## src/rtl/spi_master.sv

```systemverilog
// SPI master with a 4-register CPU port (DATA, CTRL, STATUS, SS).
// Ports: clk, reset (sync, active-high), addr/din/dout/wr_en/rd_en CPU bus,
//        sclk/mosi/miso SPI lines, ss_n[NUM_SS] selects,
//        irq only when SPI_MASTER_IRQ_EN is defined.
module spi_master #(
  parameter int NUM_SS = 1
) (
  input  logic              clk,
  input  logic              reset,
  input  logic [7:0]        addr,
  input  logic [7:0]        din,
  output logic [7:0]        dout,
  input  logic              wr_en,
  input  logic              rd_en,
  output logic              sclk,
  output logic              mosi,
  input  logic              miso,
  output logic [NUM_SS-1:0] ss_n
`ifdef SPI_MASTER_IRQ_EN
  ,
  output logic              irq
`endif
);

`ifdef SPI_MASTER_IRQ_EN
  localparam logic [5:0] CTRL_MASK = 6'h3F;
`else
  localparam logic [5:0] CTRL_MASK = 6'h1F;
`endif

  typedef enum logic {
    S_IDLE,
    S_XFER
  } state_t;

  state_t r_state;
  state_t w_next;

  logic [5:0] r_ctrl;
  logic [7:0] r_ss;
  logic [7:0] r_tx;
  logic [7:0] r_rx;
  logic [7:0] r_rx_data;
  logic [2:0] r_div_cnt;
  logic [3:0] r_half;
  logic       r_done;
  logic       r_mosi;

  logic       w_busy;
  logic       w_cpol;
  logic       w_cpha;
  logic [2:0] w_div;
  logic       w_sel_data;
  logic       w_sel_ctrl;
  logic       w_sel_ss;
  logic       w_start;
  logic       w_tick;
  logic       w_last;
  logic       w_lead;
  logic       w_trail;
  logic       w_sample;
  logic       w_shift;
  logic [7:0] w_rx_next;
  logic       w_unused;

  assign w_cpol     = r_ctrl[0];
  assign w_cpha     = r_ctrl[1];
  assign w_div      = r_ctrl[4:2];
  assign w_sel_data = (addr[1:0] == 2'd0);
  assign w_sel_ctrl = (addr[1:0] == 2'd1);
  assign w_sel_ss   = (addr[1:0] == 2'd3);
  assign w_unused   = ^addr[7:2];

  assign w_start = wr_en & w_sel_data & ~w_busy;

  // A tick ends a half-period; sclk toggles on every tick. Even
  // half-periods end in a leading edge, odd ones in a trailing edge.
  assign w_tick  = w_busy & (r_div_cnt == w_div);
  assign w_last  = w_tick & (r_half == 4'd15);
  assign w_lead  = w_tick & ~r_half[0];
  assign w_trail = w_tick & r_half[0];

  // CPHA=0 already presented bit7 at start, so its final trailing
  // edge must not shift: mosi keeps the last bit while idle.
  assign w_sample  = w_cpha ? w_trail : w_lead;
  assign w_shift   = w_cpha ? w_lead : (w_trail & ~w_last);
  assign w_rx_next = {r_rx[6:0], miso};

  always_ff @(posedge clk) begin
    if (reset) begin
      r_state <= S_IDLE;
    end else begin
      r_state <= w_next;
    end
  end

  always_comb begin
    w_next = r_state;
    unique case (r_state)
      S_IDLE: if (w_start) w_next = S_XFER;
      S_XFER: if (w_last) w_next = S_IDLE;
    endcase
  end

  always_comb begin
    w_busy = (r_state == S_XFER);
    sclk   = w_cpol ^ (w_busy & r_half[0]);
  end

  always_ff @(posedge clk) begin
    if (reset) begin
      r_ctrl    <= '0;
      r_ss      <= '0;
      r_tx      <= '0;
      r_rx      <= '0;
      r_rx_data <= '0;
      r_div_cnt <= '0;
      r_half    <= '0;
      r_done    <= 1'b0;
      r_mosi    <= 1'b0;
    end else begin
      if (wr_en && w_sel_ss) begin
        r_ss <= din;
      end
      if (wr_en && w_sel_ctrl && !w_busy) begin
        r_ctrl <= din[5:0] & CTRL_MASK;
      end
      if (w_start) begin
        r_tx      <= w_cpha ? din : {din[6:0], 1'b0};
        r_rx      <= '0;
        r_div_cnt <= '0;
        r_half    <= '0;
        if (!w_cpha) begin
          r_mosi <= din[7];
        end
      end else if (w_busy) begin
        if (w_tick) begin
          r_div_cnt <= '0;
          r_half    <= r_half + 4'd1;
        end else begin
          r_div_cnt <= r_div_cnt + 3'd1;
        end
        if (w_sample) begin
          r_rx <= w_rx_next;
        end
        if (w_shift) begin
          r_mosi <= r_tx[7];
          r_tx   <= {r_tx[6:0], 1'b0};
        end
      end
      // CPHA=1 takes its last sample on the final edge itself.
      if (w_last) begin
        r_rx_data <= w_sample ? w_rx_next : r_rx;
        r_done    <= 1'b1;
      end else if (rd_en && w_sel_data) begin
        r_done <= 1'b0;
      end
    end
  end

  always_comb begin
    dout = '0;
    unique case (addr[1:0])
      2'd0: dout = r_rx_data;
      2'd1: dout = {2'b00, r_ctrl};
      2'd2: dout = {6'd0, r_done, w_busy};
      2'd3: dout = r_ss;
    endcase
  end

  assign mosi = r_mosi;
  assign ss_n = ~r_ss[NUM_SS-1:0];

`ifdef SPI_MASTER_IRQ_EN
  assign irq = r_done & r_ctrl[5];
`endif

endmodule

```

## config.mk

```make
export PLATFORM = sky130hd
export DESIGN_NAME = spi_master
export DESIGN_NICKNAME = d
export VERILOG_FILES = /design/src/rtl/spi_master.sv
export SDC_FILE = /design/constraint.sdc
export NUM_CORES = 1
export LEC_CHECK = 0
export ABC_CLOCK_PERIOD_IN_PS = 4100
export CAP_MARGIN = 20
export CELL_PAD_IN_SITES_DETAIL_PLACEMENT = 0
export CELL_PAD_IN_SITES_GLOBAL_PLACEMENT = 1
export CORE_ASPECT_RATIO = 0.8
export CORE_MARGIN = 2
export CORE_UTILIZATION = 44
export DETAILED_ROUTE_END_ITERATION = 6
export PLACE_DENSITY_LB_ADDON = 0.25
export SLEW_MARGIN = 20
export SYNTH_ARGS = -nofsm -noshare
export SYNTH_HDL_FRONTEND = slang
export SYNTH_SLANG_ARGS = --single-unit
```

## constraint.sdc

```tcl
create_clock -name clk -period 4.1 [get_ports clk]
set_input_delay 0.615 -clock clk [delete_from_list [all_inputs] [get_ports clk]]
set_output_delay 0.615 -clock clk [all_outputs]
set_load 0.02 [all_outputs]
```

==> results.ini, run 1 <==
[routing]
drc_errors=0
via_per_inst=5.62
drt_wl_total_mm=5.34
wl_per_cell_um=15.6
ant_nets=0
num_vias=1929
drtIter0Drc=129
dr.pass1.iters=4

[min_path]
hold_path_class=reg -> reg
min_path_cells=2

[floorplan]
io_pins=32
dieHeight_um=68.8
die_area_um2=5840
fp.dieW_um=85.0
num_rows=23
core-area_um2=5040
start_util_pct=45.8

[timing]
slew_headroom_pct=40.9
fin_setup_tns_ns=0
fmax_mhz=315
period_minus_slack_ns=3.18
rsz0062_at_grt=false
setup_viol_count_final=0
tightest_slew_ns=0.887
finalMaxSlewViolations=0
min_period_over_period_pct=77.5
finalClockSkew_ns=0.00494
finalHoldViolCount=0

[cells_and_area]
fin_cells=343
final_util_pct=52.1
stdcell_area_um2=2620
finalNetCount=305
layout-drive-gt1-share_pct=5.34
multiInputGateArea_um2=1230
antenna_cells=0
syn_to_final_growth_pct=13.7
nFillCells=488
seq_area_um2=941

[clock_network]
clk_pin_slew_worst_paths_ns=0.08
numCtsBuffers=5
cts_tree=yes
numClockSinks=47
worstSkewPairLatency_ns=0.29
ctsHoldBuffers=0
root_buffer=clkbuf_8
cts_buffer_depth=2
cts_setup_buffers=0
cts_resized=0
cts-htree-levels=2

[yosys]
yosys.area.top_type=dfxtp_1
synth_edf_count=0
synth.top_cell.area_share_pct=40.8
synthSimpleGateAreaFrac_pct=18.6
synth.area.mux_share_pct=11.9
yosys_most_used_dff=dfxtp_1
synth_warnings=0
synth_compound_area_share_pct=19.4
synth_seq_cells=47
synth_nets=292
synth.yosys.seq_area_share_pct=40.8
synth_top_cells_by_count=nand2_1 (48), dfxtp_1 (47), a21oi_1 (30)
synth_xor_area_share_pct=2.28
netlist_area_um2=2310
ys_async_sr_fraction_pct=0
synth.most_common_cell=nand2_1
synthCells=269
synth_area_leaders=dfxtp_1 (41%), mux2i_1 (10%), nand2_1 (7.8%), a21oi_1 (6.5%), nand3_1 (3.9%)
synth_top_family_by_area=compound AO/OA/AOI/OAI gates
ys_types=39
synthAdderAreaFrac_pct=1.08
postSynthAreaPerCell_um2=8.58

[power_and_ir_drop]
combPwrFrac_pct=12.1
p_sw_share_pct=25.8
power_leakage_nw=0.868
internal-power_mw=0.619
total_power_mw=0.834
p_seq_share_pct=56.7
clkPwrFrac_pct=31.2
peakVddDrop_v=0.000168
power.switching_mw=0.215
powerDensity_nw_per_um2=318

[global_routing]
overflow=0
grt_pass1_vias=1735
grt_pass1_wl_mm=8.89
grt_max_degree=26
antenna_found_initial=0
grt_usage_pct=19.6

[place]
postPlaceCellArea_um2=2550
io_buffers=25
dp_hpwl_mm=3.58
dp_cells=337
gp_congestion=0.737

[worst_setup_path]
max_stage_delay_ns=0.74
critPathSlowestCell=clkdlybuf4s50_1
crit_type=in -> out
worstPathCellList=clkdlybuf4s50_1 > and2_1 > buf_4 > nand2_1 > o21ai_0 > clkdlybuf4s50_1
crit_path_start_kind=input port
critical-path-top-delay-family=buffers and inverters
crit_path_max_fanout=15
worstPathRequired_ns=3.48
crit_path_end_kind=output pin
cp.depth=6
crit_buf_inv=3
worstRegToRegCells=4
cp.arrival_ns=2.56
cp_common_cell=clkdlybuf4s50_1

[outcome]
status=finished clean

[job]
drv_cap=0

power by group through the flow:
stage                     clock (mW)  combinational (mW)  sequential [mW]
after floorplan                    0              0.0705            0.479
after global placement             0               0.100            0.483
after detailed placement           0               0.100            0.483
after CTS                      0.272               0.101            0.473
after global routing           0.289               0.110            0.474
final                          0.260               0.101            0.472
layer usage:
layer / share of wire, % / wire length [um] / up-vias / track usage [%]
met5: 0 / 0 / - / 0
met3: 4.6 / 246 / 5 / 4.40
met4: 0.75 / 40 / 0 / 5.36
met1: 52 / 2800 / 909 / 29.2
li1: - / - / 974 / -
met2: 42 / 2250 / 41 / 28.3
flip-flops by register name, summed over array words and instances (netlist names):
signal     cells
r_ctrl         5
r_rx           8
r_done         1
mosi           1
r_half         4
r_ss           8
r_state        1
r_tx           8
r_rx_data      8
r_div_cnt      3
cells in the final DEF (no fill, tap or decap), drive strengths merged, types with 2 or more instances in the layout:
cell type	Yosys	layout
a211oi	2	2
a21oi	31	31
a22o	3	3
a311oi	9	9
and2	3	3
and3	2	2
buf	17	5
clkbuf	7	6
clkdlybuf4s50	0	25
dfxtp	47	47
ha	2	2
inv	3	3
mux2i	23	23
mux4	2	2
nand2	48	48
nand2b	2	2
nand3	18	18
nor2	8	8
nor3	2	2
o211ai	7	7
o21ai	14	14
or3	2	2
xnor2	5	5
kinds of logic after synthesis:
logic type	Yosys count
mux	25
simple gates	91
buf+inv	28
xor+xnor	6
fa+ha+maj	2
flops	47
compound gates	70
through the flow:
| stage | hold slack (ns) | worst slack (ns) |
|---|---|---|
| after floorplan | 0.433 | 1.86 |
| after global placement | 0.444 | 0.925 |
| after detailed placement | 0.450 | 0.915 |
| after CTS | 0.460 | 0.910 |
| after global routing | 0.476 | 0.751 |
| final | 0.461 | 0.921 |
final cells by class:
class,instances,area share (%)
Timing Repair Buffer,30,11.0
Clock buffer,6,2.77
Multi-Input combinational cell,194,46.9
Inverter,4,0.573
Sequential cell,47,35.9
Tap cell,62,2.96
tightest hold or removal path, cell delays in order, from the launching register on:
cell and delay [ns]:
dfxtp_1 0.31, nand2_1 0.05, a21oi_1 0.05
path summary, 6_finish.rpt:
check                 start            to  slack, ns
setup reg to reg  r_ctrl[2]  r_rx_data[5]       1.88
hold reg to reg     r_ss[1]       r_ss[1]       0.46
hold / removal      r_ss[1]       r_ss[1]       0.46
setup / recovery    addr[0]       dout[2]       0.92
Power figures use the tool's default switching activity.
==> inputs of run 2 (changes only) <==
--- a/config.mk
+++ b/config.mk
@@ -5,13 +5,13 @@
 export SDC_FILE = /design/constraint.sdc
 export NUM_CORES = 1
 export LEC_CHECK = 0
-export ABC_CLOCK_PERIOD_IN_PS = 4100
+export ABC_CLOCK_PERIOD_IN_PS = 3100
 export CAP_MARGIN = 20
 export CELL_PAD_IN_SITES_DETAIL_PLACEMENT = 0
 export CELL_PAD_IN_SITES_GLOBAL_PLACEMENT = 1
 export CORE_ASPECT_RATIO = 0.8
 export CORE_MARGIN = 2
-export CORE_UTILIZATION = 44
+export CORE_UTILIZATION = 41
 export DETAILED_ROUTE_END_ITERATION = 6
 export PLACE_DENSITY_LB_ADDON = 0.25
 export SLEW_MARGIN = 20
==> constraint.sdc (replaced) <==
create_clock -name clk -period 3.1 [get_ports clk]
set_input_delay 0.465 -clock clk [delete_from_list [all_inputs] [get_ports clk]]
set_output_delay 0.465 -clock clk [all_outputs]
set_load 0.02 [all_outputs]
==> run 2 against run 1 <==
Routed wire length is essentially flat; clock skew grew 0.0024 ns; via count grew 0.26%; first-iteration DRC count shrank 19%; setup slack lost 0.63 ns; highest routed layer unchanged; count of clock-buffer cells in the layout grew 2; clock power grew 55%; core utilization shrank 2.3 points; combinational power grew 39%; non-clock buffer count grew 5.
==> results.ini, run 2 (synthesized netlist as in run 1, its figures left out) <==
[routing]
drt_wl_total_mm=5.34  ; about the same
num_vias=1934  ; +0.26%
drc_errors=0  ; unchanged
ant_nets=0  ; unchanged
wl_per_cell_um=14.6  ; -6.3%
dr.pass1.iters=4  ; unchanged
via_per_inst=5.28  ; -6.0%
drtIter0Drc=105  ; -19%

[power_and_ir_drop]
peakVddDrop_v=0.000317  ; +89%
power_leakage_nw=0.909  ; +4.6%
internal-power_mw=0.874  ; +41%
clkPwrFrac_pct=34.5  ; +3.3 points
combPwrFrac_pct=12.0  ; about the same
p_seq_share_pct=53.5  ; -3.2 points
powerDensity_nw_per_um2=430  ; +35%
power.switching_mw=0.291  ; +35%
p_sw_share_pct=25.0  ; -0.83 points

[worst_setup_path]
crit_path_max_fanout=10  ; -5
worstRegToRegCells=6  ; +2
crit_path_start_kind=input port
worstPathRequired_ns=2.63  ; -0.85 ns
critical-path-top-delay-family=buffers and inverters
worstPathCellList=clkdlybuf4s50_1 > and2_1 > a22o_1 > clkdlybuf4s50_1
crit_type=in -> out
max_stage_delay_ns=0.61  ; -0.13 ns
critPathSlowestCell=clkdlybuf4s50_1
crit_buf_inv=2  ; -1
cp_common_cell=clkdlybuf4s50_1
cp.arrival_ns=2.35  ; -0.21 ns
cp.depth=4  ; -2
crit_path_end_kind=output pin

[timing]
slew_headroom_pct=60.3  ; +19 points
worst_hold_slack_ns=0.459  ; -0.00107 ns
fmax_mhz=356
tightest_slew_ns=0.594  ; -0.292 ns
layout_setup_ws_ns=0.289  ; -0.631 ns
finalHoldViolCount=0  ; unchanged
finalClockSkew_ns=0.00738  ; +0.00244 ns
fin_setup_tns_ns=0  ; unchanged
rsz0062_at_grt=false
finalMaxSlewViolations=0  ; unchanged
min_period_over_period_pct=90.7
period_minus_slack_ns=2.81
setup_viol_count_final=0  ; unchanged

[clock_network]
clk_pin_slew_worst_paths_ns=0.08  ; about the same
numClockSinks=47  ; unchanged
cts_buffer_depth=2  ; unchanged
cts-htree-levels=2  ; unchanged
root_buffer=clkbuf_8
cts_setup_buffers=0  ; unchanged
cts_resized=0  ; unchanged
cts_tree=yes
numCtsBuffers=5  ; unchanged
ctsHoldBuffers=0  ; unchanged
worstSkewPairLatency_ns=0.30  ; about the same

[outcome]
status=finished clean

[floorplan]
start_util_pct=42.4  ; -3.4 points
io_pins=32  ; unchanged
fp.dieW_um=87.9  ; +3.4%
num_rows=24  ; +4.3%
dieHeight_um=71.1  ; +3.4%
die_area_um2=6250  ; +6.9%
core-area_um2=5440  ; +7.9%

[cells_and_area]
layout-drive-gt1-share_pct=7.64  ; +2.3 points
final_cell_mix=nand2_1 (48), dfxtp_1 (47), a21oi_1 (30)
layout_commonest_cell=nand2_1
stdcell_area_um2=2710  ; +3.2%
seq_area_um2=941  ; unchanged
syn_to_final_growth_pct=17.4
nFillCells=541  ; +11%
multiInputGateArea_um2=1230  ; unchanged
antenna_cells=0  ; unchanged
finalNetCount=310  ; +1.6%

[min_path]
min_path_cells=2  ; unchanged
hold_path_class=reg -> reg

[job]
drv_cap=0  ; unchanged

[global_routing]
grt_max_degree=20  ; -23%
grt_pass1_vias=1914  ; +10%
overflow=0  ; unchanged
grt_pass1_wl_mm=9.27  ; +4.3%
grt_usage_pct=19.1  ; -0.44 points
antenna_found_initial=0  ; unchanged

[place]
pre_cts_slack_ns=0.290  ; -0.625 ns
gp_congestion=0.763  ; +3.5%
io_buffers=25  ; unchanged
postPlaceCellArea_um2=2610  ; +2.3%
dp_hpwl_mm=3.75  ; +4.8%

## run 2: changes by cell type in the layout (fill, tap and decap cells not counted)
cell,delta
buf_4,+5
clkbuf_8,+2
## run 2: routing by layer
metal	global-route usage (%)	wire length [um]	vias to the layer above
li1	-	-	993
met1	28.8	2880	894
met2	26.9	2120	40
met3	4.43	267	7
met4	6.15	72	0
met5	0	0	-
## run 2: cell type report
cell class | count | share of cell area, %
clock buffer | 8 | 3.70
inverter | 4 | 0.555
multi-input combinational | 194 | 45.4
sequential | 47 | 34.8
tap | 78 | 3.60
timing repair buffer | 35 | 12.0
## run 2: final timing paths
path | start | to | slack, ns
worst max register to register | r_half[0] | r_tx[0] | 1.20
worst min register to register | r_ss[1] | r_ss[1] | 0.46
worst max-delay path | addr[0] | dout[7] | 0.29
worst min-delay path | r_ss[1] | r_ss[1] | 0.46
## run 2: power by group through the flow
stage / clock network (mW) / logic [mW] / registers, mW
finish: 0.402 / 0.140 / 0.623
global route: 0.436 / 0.155 / 0.625
CTS: 0.417 / 0.140 / 0.623
detailed placement: 0 / 0.140 / 0.637
global placement: 0 / 0.139 / 0.637
floorplan: 0 / 0.0932 / 0.634
## run 2: worst register-to-register path: stages, from the launching register on
cell	delay (ns)
dfxtp_1	0.41
ha_1	0.25
and3_1	0.19
buf_4	0.17
o21ai_1	0.32
a21oi_4	0.18
a32o_1	0.30
## run 2: metrics by stage
| step | cells | total power [mW] | utilization, % |
|---|---|---|---|
| 6_report | 366 | 1.16 | 49.8 |
| 2_1_floorplan | 269 | 0.727 | - |
| 4_1_cts | 366 | 1.18 | 49.8 |
| 5_1_grt | 366 | 1.22 | 49.8 |
| 3_5_place_dp | 358 | 0.777 | 48.0 |
| 3_3_place_gp | 358 | 0.776 | 48.0 |
